## config.mk

```make
export PLATFORM = sky130hd
export DESIGN_NAME = rx_frame_reader
export DESIGN_NICKNAME = d
export VERILOG_FILES = /design/src/rtl/rx_frame_reader.sv
export SDC_FILE = /design/constraint.sdc
export NUM_CORES = 1
export LEC_CHECK = 0
export CORE_ASPECT_RATIO = 0.9
export CORE_MARGIN = 4
export CORE_UTILIZATION = 29
export CTS_CLUSTER_DIAMETER = 50
export CTS_CLUSTER_SIZE = 25
export DETAILED_ROUTE_END_ITERATION = 16
export GPL_TIMING_DRIVEN = 0
export MAX_ROUTING_LAYER = met4
export PLACE_DENSITY = 0.51
export SKIP_LAST_GASP = 1
export SLEW_MARGIN = 30
export SYNTH_ARGS = -nofsm -noshare
export SYNTH_HDL_FRONTEND = slang
export SYNTH_SLANG_ARGS = --single-unit
```

## constraint.sdc

```tcl
create_clock -name rclk -period 3.95 [get_ports rclk]
set_input_delay 1.185 -clock rclk [delete_from_list [all_inputs] [get_ports rclk]]
set_output_delay 1.185 -clock rclk [all_outputs]
set_load 0.01 [all_outputs]
```

## src/rtl/rx_frame_reader.sv

```systemverilog
// rx_frame_reader: read-side sequencer for the UART receive async FIFO (rclk domain).
// Hunts for a SYNC byte, then parses LEN, payload and CHK. Payload bytes leave on a
// one-entry valid/ready output register. Every frame ends with a single frm_done pulse
// carrying its status: ok, bad checksum, bad length or timeout.
module rx_frame_reader #(
  parameter int                  DATASIZE = 8,
  parameter logic [DATASIZE-1:0] SYNC     = 8'hA5,
  parameter int                  MAX_LEN  = 16,
  parameter int                  TIMEOUT  = 1000
) (
  input  logic                rclk,
  input  logic                rrst,
  input  logic [DATASIZE-1:0] fifo_rdata,
  input  logic                fifo_rempty,
  output logic                fifo_rinc,
  output logic [DATASIZE-1:0] m_data,
  output logic                m_valid,
  input  logic                m_ready,
  output logic                m_last,
  output logic                frm_done,
  output logic [1:0]          frm_status
);

  localparam int CW = $clog2(MAX_LEN + 1);
  localparam int TW = $clog2(TIMEOUT + 1);
  localparam logic [DATASIZE-1:0] MAX_LEN_B = DATASIZE'(MAX_LEN);
  localparam logic [DATASIZE-1:0] ZERO_B    = {DATASIZE{1'b0}};
  localparam logic [CW-1:0]       CNT_ONE   = CW'(1);
  localparam logic [CW-1:0]       CNT_ZERO  = {CW{1'b0}};
  localparam logic [TW-1:0]       TCNT_ONE  = TW'(1);
  localparam logic [TW-1:0]       TCNT_ZERO = {TW{1'b0}};
  localparam logic [TW-1:0]       TCNT_MAX  = TW'(TIMEOUT - 1);

  localparam logic [1:0] ST_OK      = 2'b00;
  localparam logic [1:0] ST_BAD_CHK = 2'b01;
  localparam logic [1:0] ST_BAD_LEN = 2'b10;
  localparam logic [1:0] ST_TIMEOUT = 2'b11;

  typedef enum logic [1:0] {
    S_HUNT = 2'd0,
    S_LEN  = 2'd1,
    S_PAY  = 2'd2,
    S_CHK  = 2'd3
  } state_t;

  // Running checksum: plain XOR over LEN and payload bytes.
  function automatic logic [DATASIZE-1:0] chk_update(input logic [DATASIZE-1:0] acc,
                                                     input logic [DATASIZE-1:0] b);
    return acc ^ b;
  endfunction

  state_t              state_r, state_s;
  logic [CW-1:0]       cnt_r, cnt_s;
  logic [DATASIZE-1:0] chk_r, chk_s;
  logic [TW-1:0]       tcnt_r, tcnt_s;
  logic [DATASIZE-1:0] m_data_r, m_data_s;
  logic                m_valid_r, m_valid_s;
  logic                m_last_r, m_last_s;
  logic                frm_done_r, frm_done_s;
  logic [1:0]          frm_status_r, frm_status_s;
  logic                consume_s;
  logic                pop_s;
  logic                timeout_s;

  // Willingness to pop: payload only moves when the output register is free or draining.
  always_comb begin
    consume_s = 1'b1;
    case (state_r)
      S_HUNT:  consume_s = 1'b1;
      S_LEN:   consume_s = 1'b1;
      S_PAY:   consume_s = !m_valid_r || m_ready;
      S_CHK:   consume_s = 1'b1;
      default: consume_s = 1'b1;
    endcase
  end

  assign pop_s     = consume_s & ~fifo_rempty;
  assign fifo_rinc = pop_s;

  // Next-state, counters, checksum and output-register updates.
  always_comb begin
    state_s      = state_r;
    cnt_s        = cnt_r;
    chk_s        = chk_r;
    tcnt_s       = tcnt_r;
    m_data_s     = m_data_r;
    m_valid_s    = m_valid_r;
    m_last_s     = m_last_r;
    frm_done_s   = 1'b0;
    frm_status_s = frm_status_r;
    timeout_s    = 1'b0;

    // A pending byte drains on handshake in any state; a new pop below overrides this.
    if (m_valid_r && m_ready) begin
      m_valid_s = 1'b0;
      m_last_s  = 1'b0;
    end else begin
      m_valid_s = m_valid_r;
    end

    // Starvation timer runs only inside a frame; stalls with data present do not count.
    if (state_r == S_HUNT) begin
      tcnt_s = TCNT_ZERO;
    end else if (pop_s) begin
      tcnt_s = TCNT_ZERO;
    end else if (fifo_rempty) begin
      if (tcnt_r == TCNT_MAX) begin
        timeout_s = 1'b1;
        tcnt_s    = TCNT_ZERO;
      end else begin
        tcnt_s = tcnt_r + TCNT_ONE;
      end
    end else begin
      tcnt_s = tcnt_r;
    end

    case (state_r)
      S_HUNT: begin
        cnt_s = CNT_ZERO;
        chk_s = ZERO_B;
        if (pop_s && (fifo_rdata == SYNC)) begin
          state_s = S_LEN;
        end else begin
          state_s = S_HUNT;
        end
      end
      S_LEN: begin
        if (timeout_s) begin
          frm_done_s   = 1'b1;
          frm_status_s = ST_TIMEOUT;
          state_s      = S_HUNT;
        end else if (pop_s) begin
          if ((fifo_rdata == ZERO_B) || (fifo_rdata > MAX_LEN_B)) begin
            frm_done_s   = 1'b1;
            frm_status_s = ST_BAD_LEN;
            state_s      = S_HUNT;
          end else begin
            cnt_s   = CW'(fifo_rdata);
            chk_s   = fifo_rdata;
            state_s = S_PAY;
          end
        end else begin
          state_s = S_LEN;
        end
      end
      S_PAY: begin
        if (timeout_s) begin
          frm_done_s   = 1'b1;
          frm_status_s = ST_TIMEOUT;
          state_s      = S_HUNT;
        end else if (pop_s) begin
          m_data_s  = fifo_rdata;
          m_valid_s = 1'b1;
          m_last_s  = (cnt_r == CNT_ONE);
          chk_s     = chk_update(chk_r, fifo_rdata);
          cnt_s     = cnt_r - CNT_ONE;
          if (cnt_r == CNT_ONE) begin
            state_s = S_CHK;
          end else begin
            state_s = S_PAY;
          end
        end else begin
          state_s = S_PAY;
        end
      end
      S_CHK: begin
        if (timeout_s) begin
          frm_done_s   = 1'b1;
          frm_status_s = ST_TIMEOUT;
          state_s      = S_HUNT;
        end else if (pop_s) begin
          frm_done_s   = 1'b1;
          frm_status_s = (fifo_rdata == chk_r) ? ST_OK : ST_BAD_CHK;
          state_s      = S_HUNT;
        end else begin
          state_s = S_CHK;
        end
      end
      default: begin
        state_s = S_HUNT;
      end
    endcase
  end

  // State and output registers with asynchronous active-high reset.
  always_ff @(posedge rclk or posedge rrst) begin
    if (rrst) begin
      state_r      <= S_HUNT;
      cnt_r        <= CNT_ZERO;
      chk_r        <= ZERO_B;
      tcnt_r       <= TCNT_ZERO;
      m_data_r     <= ZERO_B;
      m_valid_r    <= 1'b0;
      m_last_r     <= 1'b0;
      frm_done_r   <= 1'b0;
      frm_status_r <= ST_OK;
    end else begin
      state_r      <= state_s;
      cnt_r        <= cnt_s;
      chk_r        <= chk_s;
      tcnt_r       <= tcnt_s;
      m_data_r     <= m_data_s;
      m_valid_r    <= m_valid_s;
      m_last_r     <= m_last_s;
      frm_done_r   <= frm_done_s;
      frm_status_r <= frm_status_s;
    end
  end

  assign m_data     = m_data_r;
  assign m_valid    = m_valid_r;
  assign m_last     = m_last_r;
  assign frm_done   = frm_done_r;
  assign frm_status = frm_status_r;

endmodule

```

==> qor.yml, run 1 <==
fillers: 761
required_ps: 2760
nets: 274
hpwlAfterDp_um: 3930
grt_max_degree: 21
pre_cts_slack_ps: -107
ir_drop_v: 0.000158
post_drt_wl_per_cell_um: 15.7
finalPower_uw: 836
cts.clk_slew.worst_paths_ps: 70
p_leak_uw: 0.00115
hold_path_class: "reg -> reg"
crit_family: "buffers and inverters"
die_area_um2: 9350
setup_slack_ps: 234
slowest_stage: "clkdlybuf4s50_1"
path_buf_inv: 3
clock-sinks: 38
period_needed_ps: 3720
grt-ovfl-total: 0
rows: 30
status: "complete, no violations"
p_per_area_nw_per_um2: 300
syn_to_final_growth_pct: 22.2
cts_setup_buffers: 0
coreArea_um2: 7580
via_count: 1784
die_h_um: 92.1
holdPathStages: 2
cp.arrival_ps: 2530
skew_ps: 10.2
antenna_found_initial: 0
hold_buffers: 0
final_area_um2: 2790
die_w_um: 101
worst_pin_slew_ps: 571
drc: 0
avgSynthCellArea_um2: 10.3
root_buffer: "clkbuf_8"
ys_async_sr_fraction_pct: 100
worstPathMaxFanout: 10
crit_chain: "clkdlybuf4s50_1, and3b_2, nor2_4, buf_6, dlygate4sd2_1"
place_area_um2: 2670
gp_congestion: 0.808
drive_gt1_share_pct: 14.6
wirelength_um: 5480
syn_nets: 242
first_pass_iters: 4
cts_buffers: 5
slowest_delay_ps: 500
syn_inst: 221
hold-worst-slack_ps: 509
max_freq_ghz: 0.269
relSlewSlack_pct: 61.8
fin_crit_sh_pct: 94.1
synth-edff-count: 0
rsz0062_at_grt: "no"
vias_per_cell: 5.10
reg2reg_depth: 9
cts_tree: "built"
drv_slew: 0
netlist_area_um2: 2280
yosysSeqAreaShare_pct: 41.7
io_buffers: 24
synthDistinctLibCells: 56
antenna_cells: 0
grt_pass1_vias: 1771
clock_path_buffers: 2
drtAntennaViolNets: 0
path_class: "in -> out"
initial_core_util_pct: 30.1
htree_levels: 2
end_kind: "primary output"
final_core_util_pct: 36.7
synthFlopType: "dfrtp_1"
post_cts_resized: 4
finalHoldViolCount: 0
num_io_pins: 26
ys_warn_count: 0
grt_pass1_wl_um: 9290
synth-seq-cells: 38
drt_iter0_drc: 69
path_depth: 5
start_kind: "input pin"
grt_usage_pct: 12.9
final-setup-viol-count: 0
worstSkewPairLatency_ps: 300
drv_cap: 0
==> layout by cell type (no fill, tap or decap), types with 3 or more instances in the layout <==
cell type and n:
o31ai_1 5, nor4_1 3, dfrtp_1 38, nand4_1 6, o21bai_1 8, and3_1 5, nand3_1 5, o21ai_0 26
nand2_1 16, clkbuf_8 5, nor2_1 9, a32o_1 7, xnor2_1 10, clkdlybuf4s50_1 23, inv_1 9, mux2_2 7
buf_2 4, a21oi_1 5, ha_1 9
==> layer usage <==
layer	global-route usage, %	part of all wire (%)	vias up
li1	-	-	897
met1	17.9	52	851
met2	18.8	43	29
met3	1.83	3.1	7
met4	4.87	1.3	0
met5	-	0	-
==> final timing paths <==
kind	from	end	slack (ps)
setup / recovery	m_ready	fifo_rinc	230
hold / removal	m_last	m_last	510
setup reg to reg	state_r[0]	chk_r[0]	1780
hold reg to reg	m_last	m_last	510
max in group asynchronous	rrst	state_r[1]	2280
min in group asynchronous	rrst	m_data[7]	1210
==> through the flow <==
stage,TNS (ps),instances
finish,0,350
global route,0,350
CTS,0,350
detailed placement,-107,342
global placement,-109,341
floorplan,0,221
==> synth_stat cells (2+ instances only) <==
| cell | count | share of area [%] |
|---|---|---|
| clkbuf_1 | 2 | 0.33 |
| nor3_1 | 2 | 0.44 |
| dfrtp_1 | 38 | 42 |
| o211ai_1 | 2 | 0.66 |
| nor4_2 | 2 | 1.1 |
| xnor2_1 | 10 | 3.8 |
| nor2_1 | 9 | 1.5 |
| buf_2 | 4 | 0.88 |
| a22oi_1 | 2 | 0.66 |
| o21bai_1 | 8 | 2.6 |
| nand2b_1 | 2 | 0.55 |
| o21ai_1 | 2 | 0.44 |
| a21oi_1 | 5 | 1.1 |
| a22o_1 | 2 | 0.77 |
| and3_1 | 5 | 1.4 |
| o21ai_0 | 26 | 5.7 |
| mux2_2 | 7 | 3.5 |
| ha_1 | 9 | 4.9 |
| a32o_1 | 7 | 3.1 |
| a2bb2oi_1 | 2 | 0.77 |
| o31ai_1 | 5 | 1.6 |
| inv_1 | 10 | 1.6 |
| nand4_1 | 6 | 1.6 |
| nor4_1 | 3 | 0.82 |
| nand3_1 | 5 | 1.1 |
| nand2_1 | 16 | 2.6 |
==> flip-flops by register name (all words and copies together), names as in the netlist <==
name,count
frm_done,1
tcnt_r,10
frm_status,2
cnt_r,5
chk_r,8
m_data,8
m_valid,1
state_r,2
m_last,1
==> tightest hold or removal path: cells and delay by family, from the launching register on <==
kind,cells,cell delay (ps)
compound gates,1,70
simple gates,1,70
flops,1,340
==> report_power, final <==
group          internal (µW)  leakage, µW  switching [µW]
registers                402     0.000519            8.16
clock network            186    0.0000579             148
logic                   49.7     0.000573            42.2
total                    638      0.00115             199
==> cells by family (layout without fill, tap and decap cells) <==
kind of cell / count (synthesis) / count (layout) / share of synthesized area [%]
muxes: 9 / 9 / 4.61
DFF: 38 / 38 / 41.7
and+or+nand+nor: 64 / 64 / 16.9
adders and majority gates: 9 / 9 / 4.94
buffers and inverters: 18 / 51 / 3.68
AOI/OAI and AO/OA: 72 / 72 / 24.0
xor gates and xnor gates: 11 / 11 / 4.23
==> layout make-up <==
type	instances	area (µm²)	share of cell area (%)
multi-input cells	165	1250	44.9
flip-flops and latches	38	951	34.1
repair buffers	25	267	9.57
well taps	96	120	4.31
clock buffers	5	68.8	2.47
plain buffers	8	50.0	1.80
clock inverters	3	40.0	1.44
inverters	10	37.5	1.35
Note: power is estimated with default switching activity, not from simulation.
==> inputs of run 2 (changes only) <==
--- a/config.mk
+++ b/config.mk
@@ -8,10 +8,11 @@
 export CORE_ASPECT_RATIO = 0.9
 export CORE_MARGIN = 4
 export CORE_UTILIZATION = 29
-export CTS_CLUSTER_DIAMETER = 50
+export CTS_CLUSTER_DIAMETER = 30
 export CTS_CLUSTER_SIZE = 25
 export DETAILED_ROUTE_END_ITERATION = 16
 export GPL_TIMING_DRIVEN = 0
+export HOLD_SLACK_MARGIN = 0.05
 export MAX_ROUTING_LAYER = met4
 export PLACE_DENSITY = 0.51
 export SKIP_LAST_GASP = 1
==> results of run 2 <==
Final layout, timing and power as in run 1 (identical DEF).
==> inputs of run 3 (changes only) <==
--- a/config.mk
+++ b/config.mk
@@ -7,14 +7,14 @@
 export LEC_CHECK = 0
 export CORE_ASPECT_RATIO = 0.9
 export CORE_MARGIN = 4
-export CORE_UTILIZATION = 29
+export CORE_UTILIZATION = 48
 export CTS_CLUSTER_DIAMETER = 30
-export CTS_CLUSTER_SIZE = 25
 export DETAILED_ROUTE_END_ITERATION = 16
 export GPL_TIMING_DRIVEN = 0
 export HOLD_SLACK_MARGIN = 0.05
 export MAX_ROUTING_LAYER = met4
-export PLACE_DENSITY = 0.51
+export PLACE_DENSITY = 0.74
+export SETUP_SLACK_MARGIN = 0.5
 export SKIP_LAST_GASP = 1
 export SLEW_MARGIN = 30
 export SYNTH_ARGS = -nofsm -noshare
==> run 3 against run 2 <==
Compared with the run above:
- combinational power shrank 1%
- wire length fell by 6.6%
- total power shrank 7.3%
- critical endpoint unchanged
- critical path type unchanged
- clock power shrank 17%
- final cell count fell by 9.1%
- sequential share of layout area up 0.56 points
- via count grew 5.9%
- count of clock-buffer cells in the layout rose by 2
==> qor.yml, run 3 (synthesis results as in run 1) <==
holdPathStages: 1
worst_pin_slew_ps: 602
vias_per_cell: 5.94
status: "complete, no violations"
drc: 0
end_kind: "primary output"
r2r_start: "state_r[0]"
wl_met3_um: 338
gp_congestion: 0.798
drive_gt1_share_pct: 15.2
largest_register_ffs: 10
io_buffers: 24
fillers: 378
cts_tree: "built"
met2WireLength_um: 2250
reg2reg_depth: 9
p_per_area_nw_per_um2: 283
skew_ps: 4.89
start_kind: "input pin"
multi_input_area_um2: 1250
p_leak_uw: 0.00115
die_w_um: 80.6
post_drt_wl_per_cell_um: 16.1
finalHoldViolCount: 0
cp.arrival_ps: 2160
rows: 23
final_area_um2: 2740
layout_commonest_cell: "dfrtp_1"
drv_cap: 0
die_h_um: 73.4
worstReg2RegEnd: "chk_r[3]"
drt_iter0_drc: 168
hp-start: "m_data[6]"
drt-met1-wl_um: 2480
relSlewSlack_pct: 59.7
period_needed_ps: 3350
initial_core_util_pct: 50.5
setup_slack_ps: 604
path_class: "in -> out"
grt_pass1_vias: 1725
cts.clk_slew.worst_paths_ps: 70
layout_common_cells: "dfrtp_1 (38), o21ai_0 (26), clkdlybuf4s50_1 (21), nand2_1 (16), xnor2_1 (10)"
num_io_pins: 26
rrSetupSlack_ps: 1780
place_area_um2: 2630
cts_buffers: 5
max_freq_ghz: 0.299
hold_end: "m_data[6]"
seq_area_um2: 951
final-setup-viol-count: 0
clock_path_buffers: 2
die_area_um2: 5920
htree_levels: 2
first_pass_iters: 4
coreArea_um2: 4520
syn_to_final_growth_pct: 20.2
rsz0062_at_grt: "no"
antenna_cells: 0
worstSkewPairLatency_ps: 290
antenna_found_initial: 0
hold_buffers: 0
grt_usage_pct: 19.8
ir_drop_v: 0.000126
grt-ovfl-total: 0
top_layer: "met4"
drv_slew: 0
hpwlAfterDp_um: 3800
fin_crit_sh_pct: 84.7
final_core_util_pct: 60.6
grt_max_degree: 23
nets: 276
wirelength_um: 5120
largest-register: "tcnt_r"
via_count: 1889
grt_pass1_wl_um: 8770
pre_cts_slack_ps: -93.0
hold_path_class: "reg -> reg"
drtAntennaViolNets: 0
required_ps: 2760
clock-sinks: 38
root_buffer: "clkbuf_8"
worstPathMaxFanout: 3
==> run 3: cell types whose count changed in the layout (fill, tap and decap cells not counted), sizes merged <==
cell,delta
clkdlybuf4s15,+1
buf,+2
clkdlybuf4s50,-2
clkinv,-1
dlygate4sd2,+1
clkbuf,+2
bufinv,-1
==> run 3: worst max-delay path by stage <==
stage	from	end	slack (ps)	cells after the start
floorplan	m_ready	fifo_rinc	1040	3
global placement	m_ready	fifo_rinc	-100	5
detailed placement	m_ready	fifo_rinc	-90	5
CTS	m_ready	fifo_rinc	620	5
global route	m_ready	fifo_rinc	550	5
finish	m_ready	fifo_rinc	600	5
==> run 3: layout make-up <==
| type | count | share of cell area [%] |
|---|---|---|
| multi-input combinational | 165 | 45.7 |
| sequential | 38 | 34.7 |
| timing repair buffer | 27 | 10.3 |
| clock buffer | 7 | 3.15 |
| tap | 62 | 2.83 |
| buffer | 8 | 1.83 |
| inverter | 10 | 1.37 |
| clock inverter | 1 | 0.183 |
==> run 3: layer usage <==
| metal | global-route usage [%] | vias up |
|---|---|---|
| li1 | - | 899 |
| met1 | 28.5 | 925 |
| met2 | 29.0 | 61 |
| met3 | 3.68 | 4 |
| met4 | 5.07 | 0 |
| met5 | - | - |
==> run 3: through the flow <==
stage          total power (µW)  cells  hold slack (ps)  setup TNS, ps
2_1_floorplan               451    221              465              0
3_3_place_gp                502    307              474           -101
3_5_place_dp                507    308              480          -93.0
4_1_cts                     783    318              497              0
5_1_grt                     806    318              507              0
6_report                    775    318              490              0
==> run 3: what timing repair did <==
action | in CTS | in global routing
resized for setup | 8 | 0
endpoints found under the setup margin | 1 | 0
setup buffers | 2 | 0
==> run 3: where the power goes <==
| group | internal, µW | total (µW) | switching [µW] | leakage (µW) |
|---|---|---|---|---|
| logic | 49.6 | 90.6 | 41.0 | 0.000586 |
| registers | 402 | 409 | 6.81 | 0.000519 |
| clock network | 141 | 276 | 135 | 0.0000482 |
| total | 592 | 775 | 182 | 0.00115 |
==> run 3: worst max-delay path, cell delays in order <==
cell and delay (ps):
dlygate4sd2_1 240, and3b_2 250, nor2_4 150, buf_6 120, clkdlybuf4s15_2 210
